[src/rtl/mult_sched_if.sv]
// mult_sched_if: request, multiplier and response signals of the multiplier scheduler.
// Ports (signals):
//   req/req_a/req_b          requester -> scheduler, per-channel request and packed operands
//   gnt                      scheduler -> requester, one-hot operand-capture pulse
//   mul_start/mul_a/mul_b    scheduler -> multiplier, launch pulse and operands
//   mul_done/mul_result      multiplier -> scheduler, product and its valid pulse
//   resp_vld/resp_id/resp_data/resp_err, resp_rdy   response valid/ready channel
// Modports: slave = scheduler side, master = environment side.
interface mult_sched_if #(
   parameter int unsigned NCH = 4,
   parameter int unsigned N   = 4,
   parameter int unsigned M   = 4
);
   localparam int unsigned IDW = $clog2(NCH);
   localparam int unsigned PW  = N + M;

   logic [NCH-1:0]   req;
   logic [NCH*N-1:0] req_a;
   logic [NCH*M-1:0] req_b;
   logic [NCH-1:0]   gnt;
   logic             mul_start;
   logic [N-1:0]     mul_a;
   logic [M-1:0]     mul_b;
   logic             mul_done;
   logic [PW-1:0]    mul_result;
   logic             resp_vld;
   logic             resp_rdy;
   logic [IDW-1:0]   resp_id;
   logic [PW-1:0]    resp_data;
   logic             resp_err;

   modport slave (
      input  req, req_a, req_b, mul_done, mul_result, resp_rdy,
      output gnt, mul_start, mul_a, mul_b, resp_vld, resp_id, resp_data, resp_err
   );

   modport master (
      output req, req_a, req_b, mul_done, mul_result, resp_rdy,
      input  gnt, mul_start, mul_a, mul_b, resp_vld, resp_id, resp_data, resp_err
   );
endinterface

[src/rtl/mult_sched.sv]
// mult_sched: round-robin scheduler sharing one external multiplier among NCH requesters,
// with at most one operation outstanding.
// Ports:
//   clk    rising-edge clock
//   rst_n  asynchronous active-low reset
//   bus    mult_sched_if.slave: req/req_a/req_b in, gnt out; mul_start/mul_a/mul_b out,
//          mul_done/mul_result in; resp_vld/resp_id/resp_data/resp_err out, resp_rdy in
// Optional feature: define MULT_SCHED_TIMEOUT_EN to abort a WAIT after TIMEOUT cycles
// without mul_done (response with resp_data=0, resp_err=1). Undefined: resp_err is tied 0.
module mult_sched #(
   parameter int unsigned NCH     = 4,
   parameter int unsigned N       = 4,
   parameter int unsigned M       = 4,
   parameter int unsigned TIMEOUT = 64
) (
   input logic         clk,
   input logic         rst_n,
   mult_sched_if.slave bus
);
   localparam int unsigned IDW = $clog2(NCH);
   localparam int unsigned PW  = N + M;

   // Elaboration-time parameter sanity
   if (NCH < 2 || NCH > 16) begin : g_bad_nch
      $error("mult_sched: NCH must be in 2..16");
   end
   if (TIMEOUT == 0) begin : g_bad_timeout
      $error("mult_sched: TIMEOUT must be nonzero");
   end

   typedef enum logic [1:0] {
      IDLE = 2'd0,
      WAIT = 2'd1,
      RESP = 2'd2
   } state_e;

   state_e         state_q, state_d;
   logic [IDW-1:0] ptr_q, ptr_d;
   logic [NCH-1:0] gnt_q, gnt_d;
   logic           mul_start_q, mul_start_d;
   logic [N-1:0]   mul_a_q, mul_a_d;
   logic [M-1:0]   mul_b_q, mul_b_d;
   logic           resp_vld_q, resp_vld_d;
   logic [IDW-1:0] resp_id_q, resp_id_d;
   logic [PW-1:0]  resp_data_q, resp_data_d;

   logic           found_c;
   logic [IDW-1:0] win_c;
   logic [IDW-1:0] cand_c;
   logic [N-1:0]   sel_a_c;
   logic [M-1:0]   sel_b_c;

`ifdef MULT_SCHED_TIMEOUT_EN
   localparam int unsigned TW = $clog2(TIMEOUT + 1);
   logic          resp_err_q, resp_err_d;
   logic [TW-1:0] tmo_q, tmo_d;
`endif

   // Round-robin search starting one past the last granted channel
   always_comb begin
      found_c = 1'b0;
      win_c   = '0;
      cand_c  = '0;
      for (int unsigned k = 1; k <= NCH; k++) begin
         cand_c = IDW'((32'(ptr_q) + k) % NCH);
         if (!found_c && bus.req[cand_c]) begin
            found_c = 1'b1;
            win_c   = cand_c;
         end
      end
   end

   // Operand mux for the winning channel
   always_comb begin
      sel_a_c = '0;
      sel_b_c = '0;
      for (int unsigned i = 0; i < NCH; i++) begin
         if (win_c == IDW'(i)) begin
            sel_a_c = bus.req_a[i*N +: N];
            sel_b_c = bus.req_b[i*M +: M];
         end
      end
   end

   // Next-state and output logic
   always_comb begin
      state_d     = state_q;
      ptr_d       = ptr_q;
      gnt_d       = '0;
      mul_start_d = 1'b0;
      mul_a_d     = mul_a_q;
      mul_b_d     = mul_b_q;
      resp_vld_d  = resp_vld_q;
      resp_id_d   = resp_id_q;
      resp_data_d = resp_data_q;
`ifdef MULT_SCHED_TIMEOUT_EN
      resp_err_d  = resp_err_q;
      tmo_d       = tmo_q;
`endif
      case (state_q)
         IDLE: begin
            if (found_c) begin
               gnt_d[win_c] = 1'b1;
               mul_start_d  = 1'b1;
               mul_a_d      = sel_a_c;
               mul_b_d      = sel_b_c;
               resp_id_d    = win_c;
               ptr_d        = win_c;
               state_d      = WAIT;
`ifdef MULT_SCHED_TIMEOUT_EN
               tmo_d        = '0;
`endif
            end
         end
         WAIT: begin
            // mul_done wins over a timeout expiring on the same cycle
            if (bus.mul_done) begin
               resp_data_d = bus.mul_result;
               resp_vld_d  = 1'b1;
               state_d     = RESP;
`ifdef MULT_SCHED_TIMEOUT_EN
               resp_err_d  = 1'b0;
            end else if (tmo_q == TW'(TIMEOUT - 1)) begin
               resp_data_d = '0;
               resp_err_d  = 1'b1;
               resp_vld_d  = 1'b1;
               state_d     = RESP;
            end else begin
               tmo_d       = tmo_q + TW'(1);
`endif
            end
         end
         RESP: begin
            if (resp_vld_q && bus.resp_rdy) begin
               resp_vld_d = 1'b0;
               state_d    = IDLE;
            end
         end
         default: state_d = IDLE;
      endcase
   end

   // State and output registers; pointer resets so channel 0 is searched first
   always_ff @(posedge clk or negedge rst_n) begin
      if (!rst_n) begin
         state_q     <= IDLE;
         ptr_q       <= IDW'(NCH - 1);
         gnt_q       <= '0;
         mul_start_q <= 1'b0;
         mul_a_q     <= '0;
         mul_b_q     <= '0;
         resp_vld_q  <= 1'b0;
         resp_id_q   <= '0;
         resp_data_q <= '0;
`ifdef MULT_SCHED_TIMEOUT_EN
         resp_err_q  <= 1'b0;
         tmo_q       <= '0;
`endif
      end else begin
         state_q     <= state_d;
         ptr_q       <= ptr_d;
         gnt_q       <= gnt_d;
         mul_start_q <= mul_start_d;
         mul_a_q     <= mul_a_d;
         mul_b_q     <= mul_b_d;
         resp_vld_q  <= resp_vld_d;
         resp_id_q   <= resp_id_d;
         resp_data_q <= resp_data_d;
`ifdef MULT_SCHED_TIMEOUT_EN
         resp_err_q  <= resp_err_d;
         tmo_q       <= tmo_d;
`endif
      end
   end

   assign bus.gnt       = gnt_q;
   assign bus.mul_start = mul_start_q;
   assign bus.mul_a     = mul_a_q;
   assign bus.mul_b     = mul_b_q;
   assign bus.resp_vld  = resp_vld_q;
   assign bus.resp_id   = resp_id_q;
   assign bus.resp_data = resp_data_q;
`ifdef MULT_SCHED_TIMEOUT_EN
   assign bus.resp_err  = resp_err_q;
`else
   assign bus.resp_err  = 1'b0;
`endif

endmodule

[src/flat_wrapper.sv]
// flat-port wrapper written by rule: the top's interface ports become plain ports
module mult_sched_flat 
#(
   parameter int unsigned NCH     = 4,
   parameter int unsigned N       = 4,
   parameter int unsigned M       = 4,
   parameter int unsigned TIMEOUT = 64
)
  (clk, rst_n, bus_req, bus_req_a, bus_req_b, bus_mul_done, bus_mul_result, bus_resp_rdy, bus_gnt, bus_mul_start, bus_mul_a, bus_mul_b, bus_resp_vld, bus_resp_id, bus_resp_data, bus_resp_err);
  mult_sched_if #(.NCH(NCH), .N(N), .M(M)) bus_i ();
  input logic clk;
  input logic rst_n;
  input wire logic [$bits(bus_i.req)-1:0] bus_req;
  input wire logic [$bits(bus_i.req_a)-1:0] bus_req_a;
  input wire logic [$bits(bus_i.req_b)-1:0] bus_req_b;
  input wire logic [$bits(bus_i.mul_done)-1:0] bus_mul_done;
  input wire logic [$bits(bus_i.mul_result)-1:0] bus_mul_result;
  input wire logic [$bits(bus_i.resp_rdy)-1:0] bus_resp_rdy;
  output wire logic [$bits(bus_i.gnt)-1:0] bus_gnt;
  output wire logic [$bits(bus_i.mul_start)-1:0] bus_mul_start;
  output wire logic [$bits(bus_i.mul_a)-1:0] bus_mul_a;
  output wire logic [$bits(bus_i.mul_b)-1:0] bus_mul_b;
  output wire logic [$bits(bus_i.resp_vld)-1:0] bus_resp_vld;
  output wire logic [$bits(bus_i.resp_id)-1:0] bus_resp_id;
  output wire logic [$bits(bus_i.resp_data)-1:0] bus_resp_data;
  output wire logic [$bits(bus_i.resp_err)-1:0] bus_resp_err;
  assign bus_i.req = bus_req;
  assign bus_i.req_a = bus_req_a;
  assign bus_i.req_b = bus_req_b;
  assign bus_i.mul_done = bus_mul_done;
  assign bus_i.mul_result = bus_mul_result;
  assign bus_i.resp_rdy = bus_resp_rdy;
  assign bus_gnt = bus_i.gnt;
  assign bus_mul_start = bus_i.mul_start;
  assign bus_mul_a = bus_i.mul_a;
  assign bus_mul_b = bus_i.mul_b;
  assign bus_resp_vld = bus_i.resp_vld;
  assign bus_resp_id = bus_i.resp_id;
  assign bus_resp_data = bus_i.resp_data;
  assign bus_resp_err = bus_i.resp_err;
  mult_sched #(.NCH(NCH), .N(N), .M(M), .TIMEOUT(TIMEOUT)) u_core (.clk(clk), .rst_n(rst_n), .bus(bus_i));
endmodule
[config.mk]
export PLATFORM = sky130hd
export DESIGN_NAME = mult_sched_flat
export DESIGN_NICKNAME = d
export VERILOG_FILES = /design/src/rtl/mult_sched_if.sv /design/src/rtl/mult_sched.sv /design/src/flat_wrapper.sv
export SDC_FILE = /design/constraint.sdc
export NUM_CORES = 1
export LEC_CHECK = 0
export ABC_CLOCK_PERIOD_IN_PS = 2200
export BUFFER_PORTS_ARGS = -buffer_cell sky130_fd_sc_hd__buf_2
export CAP_MARGIN = 5
export CELL_PAD_IN_SITES_DETAIL_PLACEMENT = 0
export CELL_PAD_IN_SITES_GLOBAL_PLACEMENT = 1
export CORE_ASPECT_RATIO = 1.4
export CORE_MARGIN = 2
export CORE_UTILIZATION = 33
export CTS_CLUSTER_DIAMETER = 50
export CTS_CLUSTER_SIZE = 14
export DETAILED_ROUTE_END_ITERATION = 8
export PLACE_DENSITY_LB_ADDON = 0.12
export SLEW_MARGIN = 15
export SYNTH_ARGS = -nofsm -noshare
export SYNTH_HDL_FRONTEND = slang
export SYNTH_SLANG_ARGS = --single-unit
[constraint.sdc]
create_clock -name clk -period 2.2 [get_ports clk]
set_input_delay 0.11 -clock clk [delete_from_list [all_inputs] [get_ports clk]]
set_output_delay 0.11 -clock clk [all_outputs]
set_load 0.02 [all_outputs]
==> results of run 1 <==
path summary, 6_finish.rpt:
path / start / end / cells past startpoint
min reg2reg: u_core.bus.resp_id[1] / u_core.bus.resp_id[1] / 2
min in group asynchronous: rst_n / u_core.bus.resp_id[1] / 2
max in group asynchronous: rst_n / u_core.bus.mul_b[2] / 2
max: u_core.ptr_q[1] / u_core.bus.mul_b[2] / 4
min: bus_mul_done / u_core.state_q[0] / 2
max reg2reg: u_core.ptr_q[1] / u_core.bus.mul_b[2] / 4
per-layer routing:
metal | vias up | wire length [microns] | track usage, %
met5 | - | 0 | 0
met4 | 0 | 37 | 5.33
met3 | 4 | 154 | 2.02
met2 | 43 | 1750 | 25.7
met1 | 541 | 1240 | 14.2
li1 | 579 | - | -
kinds of logic (layout without fill, tap and decap cells):
family | Yosys count | in the layout
simple gates | 39 | 39
flops | 28 | 28
mux | 25 | 25
compound gates | 22 | 22
buf+inv | 7 | 78
other cells | 1 | 1
layout make-up:
type	instances	area, sq um
tap	45	56.3
inverter	1	11.3
timing repair buffer	73	373
clock buffer	4	55.1
multi-input combinational	87	652
fill	436	2350
sequential	28	703
layout by cell type, fill, tap and decap left out:
cell type / instances
sky130_fd_sc_hd__nor2_1: 15
sky130_fd_sc_hd__a221oi_2: 5
sky130_fd_sc_hd__a21o_1: 1
sky130_fd_sc_hd__o21ai_0: 3
sky130_fd_sc_hd__a21oi_1: 3
sky130_fd_sc_hd__nand3b_1: 1
sky130_fd_sc_hd__buf_2: 71
sky130_fd_sc_hd__mux2i_1: 17
sky130_fd_sc_hd__a211oi_1: 1
sky130_fd_sc_hd__nor2b_1: 3
sky130_fd_sc_hd__o211a_4: 1
sky130_fd_sc_hd__nor3_1: 2
sky130_fd_sc_hd__a31oi_2: 1
sky130_fd_sc_hd__dfstp_2: 2
sky130_fd_sc_hd__nand2_1: 13
sky130_fd_sc_hd__dfrtp_1: 26
sky130_fd_sc_hd__o221ai_1: 3
sky130_fd_sc_hd__or3_1: 1
sky130_fd_sc_hd__o21a_2: 1
sky130_fd_sc_hd__clkbuf_8: 4
sky130_fd_sc_hd__nand2b_1: 3
sky130_fd_sc_hd__o211ai_2: 1
sky130_fd_sc_hd__buf_4: 1
sky130_fd_sc_hd__a2bb2oi_1: 1
sky130_fd_sc_hd__o2bb2ai_1: 1
sky130_fd_sc_hd__conb_1: 1
sky130_fd_sc_hd__dlygate4sd3_1: 1
sky130_fd_sc_hd__nor4_1: 1
sky130_fd_sc_hd__inv_8: 1
sky130_fd_sc_hd__mux2_2: 8
through the flow:
step	setup slack, ns	utilization [%]	hold WS (ns)
2_1_floorplan	0.584	-	-0.186
3_3_place_gp	0.468	42.5	0.157
3_5_place_dp	0.450	42.5	0.164
4_1_cts	0.438	44.0	0.0182
5_1_grt	0.329	44.0	0.0272
6_report	0.459	44.0	0.0204
registers in the layout (all words and copies together), names as in the netlist:
name and flops:
u_core.bus.mul_a 4, u_core.bus.resp_vld 1, u_core.bus.mul_start 1, u_core.bus.gnt 4, u_core.bus.mul_b 4, u_core.bus.resp_data 8, u_core.ptr_q 2, u_core.state_q 2
u_core.bus.resp_id 2
power groups by stage:
stage	Combinational [mW]	Clock [mW]	Sequential, mW
floorplan	0.817	0	1.16
global placement	1.31	0	0.927
detailed placement	1.33	0	0.939
CTS	1.33	0.336	0.930
global route	1.43	0.351	0.964
finish	1.30	0.319	0.925
timing repair:
action,4_1_cts,5_1_grt
resized for setup,0,0
hold buffers,1,0
endpoints found under the hold margin,26,0
endpoints found under the setup margin,0,0
==> tab_implementation.tex, run 1 <==
\begin{tabular}{lr}
\hline
Metric & Value \\
\hline
\multicolumn{2}{l}{\textbf{Setup path}} \\
Critical path type & reg -> reg \\
Startpoint class of the critical path & flop \\
Slowest stage cell on the critical path & sky130\_fd\_sc\_hd\_\_dfstp\_2 \\
Setup slack on the worst flop-to-flop path & 0.46 ns \\
Critical Path AT & 1.90 ns \\
Buffers and inverters on the worst path & 0 \\
Critical path's top delay family & compound AO/OA/AOI/OAI gates \\
Critical path capture point type & flop \\
Ordered cell list for the critical path & mux2i\_1 -> a2bb2oi\_1 -> o211a\_4 -> a221oi\_2 \\
Required time of the critical path & 2.36 ns \\
Maximum fanout encountered on the critical timing path & 9 \\
Highest cell delay on the worst timing path & 0.62 ns \\
\multicolumn{2}{l}{\textbf{Synthesis}} \\
Mux share of post-synthesis cell area & 18.1\% \\
EDFF count, synth & 0 \\
Synth top cells by count & sky130\_fd\_sc\_hd\_\_dfrtp\_1, sky130\_fd\_sc\_hd\_\_mux2i\_1, sky130\_fd\_sc\_hd\_\_nor2\_1 \\
Xor/xnor cell area share of the yosys netlist & 0\% \\
Sequential element share of the synthesized area & 48.8\% \\
Dominant cell type by area after synthesis & sky130\_fd\_sc\_hd\_\_dfrtp\_1 \\
Area share of the leading cell type in the synthesized netlist & 45.1\% \\
Yosys warning count & 0 \\
Compound-cell area share of the yosys netlist & 14.5\% \\
Adder-Cell Fraction of Synth Area & 0\% \\
Cell with the most instances after synthesis & sky130\_fd\_sc\_hd\_\_dfrtp\_1 \\
Main area contributors after synthesis & sky130\_fd\_sc\_hd\_\_dfrtp\_1, sky130\_fd\_sc\_hd\_\_mux2i\_1, sky130\_fd\_sc\_hd\_\_mux2\_2, sky130\_fd\_sc\_hd\_\_a221oi\_2, sky130\_fd\_sc\_hd\_\_nor2\_1 \\
Synthesized instance count & 122 \\
Number of different library cells in the post-synthesis netlist & 29 \\
Post-Syn Nets & 170 \\
Post-synthesis share of cell area spent on and, or, nand and nor gates & 12.0\% \\
Share of synthesized registers carrying an async set or reset & 100\% \\
Post-synth design cell area & 0.00144 sq mm \\
Combinational family with the most area after synthesis & multiplexers \\
Post-Syn Area per Cell & 11.8 sq um \\
Primary flip-flop cell chosen by synthesis mapping & sky130\_fd\_sc\_hd\_\_dfrtp\_1 \\
Synth Register Bits & 28 \\
\multicolumn{2}{l}{\textbf{Drt}} \\
Total Wirelength & 3.19 mm \\
Average routed wire per standard cell & 13.4 microns \\
DRC viols & 0 \\
Detailed Routing Iterations Pass 1 & 2 \\
Vias/cell & 4.90 \\
Remaining number of nets flagged by the antenna check after routing & 0 \\
Initial DRC count & 16 \\
Count of vias placed by the detailed router & 1167 \\
\multicolumn{2}{l}{\textbf{Floorplan}} \\
Die area & 0.00492 sq mm \\
Floorplan core area & 0.00420 sq mm \\
Starting density of the core & 34.3\% \\
Count of boundary I/O pins & 73 \\
Overall die width & 59.9 microns \\
Die height & 82.2 microns \\
Number of rows in the core area & 28 \\
\multicolumn{2}{l}{\textbf{Clock network}} \\
TritonCTS clock tree & done \\
Post-CTS Setup Repair Bufs & 0 \\
Number of levels the H-tree was split into & 1 \\
Clock Tree Buf Depth & 2 \\
Clock network latency to the later pin of the worst-skew pair & 0.27 ns \\
Root buffer cell & sky130\_fd\_sc\_hd\_\_clkbuf\_8 \\
Number of buffers added by the clock tree synthesis step & 3 \\
Sink count of the clock tree & 28 \\
CTS clock-pin slew for the worst setup and hold paths & 0.10 ns \\
\multicolumn{2}{l}{\textbf{Flow run}} \\
Maximum Capacitance Violations & 0 \\
\multicolumn{2}{l}{\textbf{Placed design}} \\
HPWL reported at the end of detailed placement & 2.55 mm \\
Cell count after placement & 233 \\
Post-Place Cell Area & 0.00179 sq mm \\
Last weighted congestion value of the routability-driven placer & 0.749 \\
Number of input and output port buffers inserted & 71 \\
\multicolumn{2}{l}{\textbf{Timing}} \\
Final Hold Fails & 0 \\
Period minus WS final & 1.74 ns \\
Setup TNS & 0 ns \\
Maximum clock frequency & 0.574 GHz \\
Worst-case clock skew & 0.00299 ns \\
Worst Tran Pin Value & 0.630 ns \\
Period utilization & 79.1\% \\
Setup repair after global routing missed its margin & false \\
Max-slew violation count & 0 \\
Headroom to the max-slew limit & 58.0\% \\
Number of endpoints failing setup at the final stage & 0 \\
\multicolumn{2}{l}{\textbf{Global routing}} \\
Vias in the first global route & 1199 \\
GR Overflow Total & 0 \\
Pin count of the biggest net entering global routing & 29 \\
Number of antenna violations at the first check in global routing & 0 \\
Global-route usage over all layers & 13.4\% \\
First-pass GRT wire length & 5.04 mm \\
\multicolumn{2}{l}{\textbf{Cells and area}} \\
Post-route cell area & 0.00185 sq mm \\
Layout Area Growth over Synthesis & 28.4\% \\
Cell Count, Final, Fillers Out & 238 \\
Antenna diodes & 0 \\
Post-layout nets & 242 \\
Share of cells above drive strength 1 & 49.7\% \\
\multicolumn{2}{l}{\textbf{Power}} \\
Int Pwr & 1.47 mW \\
Power share of the clock group & 12.5\% \\
Static leakage power & 0.938 nW \\
Overall power after layout & 2.55 mW \\
P per Cell Area & 1380 mW/mm\^{}2 \\
Sw Ratio & 42.2\% \\
Sw Pwr & 1.08 mW \\
Logic gate share of total power & 51.1\% \\
Reg power frac & 36.3\% \\
Peak supply drop & 592 uV \\
\multicolumn{2}{l}{\textbf{Outcome}} \\
Run status & finished clean \\
\multicolumn{2}{l}{\textbf{Min path}} \\
Classification of the worst-slack hold path & in -> reg \\
\hline
\end{tabular}
(Power assumes the default switching activity.)
==> run 2, diff against run 1 <==
- ABC_CLOCK_PERIOD_IN_PS: 2200 -> 1400
- CORE_UTILIZATION: 33 -> 30
- clock period: 2.2 -> 1.4 ns (I/O delays scaled with it)
==> run 2 against run 1 <==
Compared with the run above:
- the run now ends with setup timing left
- sequential power rose by 52%
- global-route usage up 0.71 points
- maximum frequency rose by 7.0%
- combinational power up 97%
- worst hold slack barely moved
- non-clock buffer count rose by 15
- design area increased by 12%
- critical path depth increased by 2
- first-iteration DRC count grew 63%
- final cell count increased by 14%
- critical endpoint is now u_core.bus.mul_b[3]
==> tab_implementation.tex, run 2 (synthesis gave the netlist of run 1 again) <==
\begin{tabular}{lr}
\hline
Metric & Value \\
\hline
\multicolumn{2}{l}{\textbf{Outcome}} \\
Run status & complete, but fails checks \\
Violations in the final reports & setup timing \\
\multicolumn{2}{l}{\textbf{Timing}} \\
Worst Tran Pin Value & 0.618 ns (-0.0126 ns) \\
Setup repair after global routing missed its margin & true \\
Setup TNS & -2.08 ns (-2.08 ns) \\
Maximum clock frequency & 0.615 GHz (+7.0\%) \\
Number of endpoints failing setup at the final stage & 16 (+16) \\
Max-slew violation count & 0 (unchanged) \\
Headroom to the max-slew limit & 58.8\% (+0.84 points) \\
Period utilization & 116\% (+37 points) \\
Period minus WS final & 1.63 ns (-0.114 ns) \\
Worst-case clock skew & 0.00276 ns (-0.000232 ns) \\
Hold Slack & 0.0202 ns (-0.000174 ns) \\
Min setup slack post-route & -0.227 ns (-0.686 ns) \\
Final Hold Fails & 0 (unchanged) \\
\multicolumn{2}{l}{\textbf{Floorplan}} \\
Overall die width & 62.6 microns (+4.6\%) \\
Floorplan core area & 0.00457 sq mm (+8.7\%) \\
Die height & 86.0 microns (+4.6\%) \\
Starting density of the core & 31.5\% (-2.8 points) \\
Count of boundary I/O pins & 73 (unchanged) \\
Die area & 0.00538 sq mm (+9.4\%) \\
Number of rows in the core area & 29 (+3.6\%) \\
\multicolumn{2}{l}{\textbf{Clock network}} \\
Number of levels the H-tree was split into & 1 (unchanged) \\
Clock Tree Buf Depth & 2 (unchanged) \\
Clock network latency to the later pin of the worst-skew pair & 0.27 ns (about the same) \\
Sink count of the clock tree & 28 (unchanged) \\
Number of buffers added by the clock tree synthesis step & 3 (unchanged) \\
Root buffer cell & sky130\_fd\_sc\_hd\_\_clkbuf\_8 \\
TritonCTS clock tree & done \\
CTS clock-pin slew for the worst setup and hold paths & 0.10 ns (about the same) \\
\multicolumn{2}{l}{\textbf{Cells and area}} \\
Layout Area Growth over Synthesis & 44.3\% \\
Top library cells by usage in the layout, fill and taps aside & sky130\_fd\_sc\_hd\_\_buf\_2, sky130\_fd\_sc\_hd\_\_dfrtp\_1, sky130\_fd\_sc\_hd\_\_mux2i\_1 \\
Share of cells above drive strength 1 & 57.9\% (+8.2 points) \\
Leading cell type in the layout, fill and taps excluded & sky130\_fd\_sc\_hd\_\_buf\_2 \\
Cell Count, Final, Fillers Out & 271 (+14\%) \\
Largest register FFs & 8 (unchanged) \\
Antenna diodes & 0 (unchanged) \\
Post-layout nets & 258 (+6.6\%) \\
\multicolumn{2}{l}{\textbf{Drt}} \\
Vias/cell & 4.61 (-6.0\%) \\
Detailed Routing Iterations Pass 1 & 4 (+2) \\
Count of vias placed by the detailed router & 1249 (+7.0\%) \\
Initial DRC count & 26 (+10) \\
Remaining number of nets flagged by the antenna check after routing & 0 (unchanged) \\
Average routed wire per standard cell & 13.9 microns (+3.7\%) \\
DRC viols & 0 (unchanged) \\
Total Wirelength & 3.76 mm (+18\%) \\
\multicolumn{2}{l}{\textbf{Power}} \\
Peak supply drop & 970 uV (+64\%) \\
Static leakage power & 1.03 nW (+9.6\%) \\
P per Cell Area & 2210 mW/mm\^{}2 (+61\%) \\
\multicolumn{2}{l}{\textbf{Setup path}} \\
Worst reg2reg endpoint & u\_core.bus.mul\_b[3] \\
Critical path capture point type & flop \\
Critical Path AT & 1.82 ns (-0.08 ns) \\
R2R depth & 6 (+2) \\
Startpoint class of the critical path & flop \\
Critical path type & reg -> reg \\
Crit Reg-Reg Startpoint & u\_core.ptr\_q[1] \\
Required time of the critical path & 1.59 ns (-0.77 ns) \\
Maximum fanout encountered on the critical timing path & 5 (-4) \\
Setup slack on the worst flop-to-flop path & -0.23 ns (-0.69 ns) \\
\multicolumn{2}{l}{\textbf{Min path}} \\
Classification of the worst-slack hold path & in -> reg \\
WHS Endpoint & u\_core.bus.resp\_data[1] \\
Worst hold stages & 2 (unchanged) \\
Worst min-delay path startpoint & bus\_mul\_result[1] \\
\multicolumn{2}{l}{\textbf{Global routing}} \\
Vias in the first global route & 1386 (+16\%) \\
Pin count of the biggest net entering global routing & 29 (unchanged) \\
Global-route usage over all layers & 14.1\% (+0.71 points) \\
GR Overflow Total & 0 (unchanged) \\
Number of antenna violations at the first check in global routing & 0 (unchanged) \\
First-pass GRT wire length & 6.14 mm (+22\%) \\
\multicolumn{2}{l}{\textbf{Placed design}} \\
Cell count after placement & 261 (+12\%) \\
HPWL reported at the end of detailed placement & 2.92 mm (+14\%) \\
Number of input and output port buffers inserted & 71 (unchanged) \\
Last weighted congestion value of the routability-driven placer & 0.737 (-1.6\%) \\
\multicolumn{2}{l}{\textbf{Flow run}} \\
Maximum Capacitance Violations & 0 (unchanged) \\
\hline
\end{tabular}
run 2: area by class of cell:
class	count	area [sq um]
Fill cell	465	2490
Inverter	1	11.3
Multi-Input combinational cell	88	708
Tap cell	62	77.6
Clock inverter	1	30.0
Timing Repair Buffer	88	508
Sequential cell	28	703
Clock buffer	3	41.3
run 2: what timing repair did:
action,in CTS,in global routing
endpoints found under the setup margin,21,21
endpoints found under the hold margin,27,0
gates cloned,0,1
hold buffers,2,0
setup buffers,1,2
pin swaps,4,4
resized for setup,7,9
run 2: worst max-delay path, stage by stage, from the launching register on:
cell	delay (ns)
sky130_fd_sc_hd__dfstp_2	0.59
sky130_fd_sc_hd__nand2b_1	0.17
sky130_fd_sc_hd__a31oi_4	0.12
sky130_fd_sc_hd__buf_4	0.15
sky130_fd_sc_hd__buf_6	0.12
sky130_fd_sc_hd__mux2i_2	0.15
sky130_fd_sc_hd__a221oi_2	0.25
run 2: worst max path at each step:
stage | end | startpoint | slack, ns | cells after the start
after detailed placement | u_core.bus.mul_b[1] | u_core.ptr_q[1] | -0.22 | 4
after global placement | u_core.bus.mul_a[3] | u_core.ptr_q[1] | -0.16 | 4
after CTS | u_core.bus.mul_b[1] | u_core.ptr_q[1] | -0.22 | 5
final | u_core.bus.mul_b[3] | u_core.ptr_q[1] | -0.23 | 6
after floorplan | u_core.bus.mul_a[0] | u_core.ptr_q[1] | -0.18 | 5
after global routing | u_core.bus.mul_a[0] | u_core.ptr_q[1] | -0.29 | 5
run 2: report_power, final:
| part | leakage (nW) | switching [mW] | total [mW] | internal [mW] |
|---|---|---|---|---|
| Clock | 0.0357 | 0.252 | 0.634 | 0.383 |
| Combinational | 0.659 | 1.40 | 2.56 | 1.15 |
| Sequential | 0.333 | 0.199 | 1.41 | 1.21 |
| Total | 1.03 | 1.86 | 4.60 | 2.75 |
run 2: per-stage QoR:
step           util (%)  setup WS, ns  instance area, sq um  power [mW]
2_1_floorplan         -        -0.178                  1440        3.11
3_5_place_dp       41.7        -0.218                  1900        3.81
5_1_grt            45.5        -0.289                  2080        4.93
4_1_cts            44.4        -0.220                  2030        4.53
6_report           45.5        -0.227                  2080        4.60
3_3_place_gp       41.7        -0.158                  1900        3.75
run 2: metal layers:
metal	up-vias	routed length (microns)	track usage, %
met4	0	31	4.65
li1	611	-	-
met5	-	0	0
met2	49	2120	27.3
met3	4	248	3.28
met1	585	1360	14.9
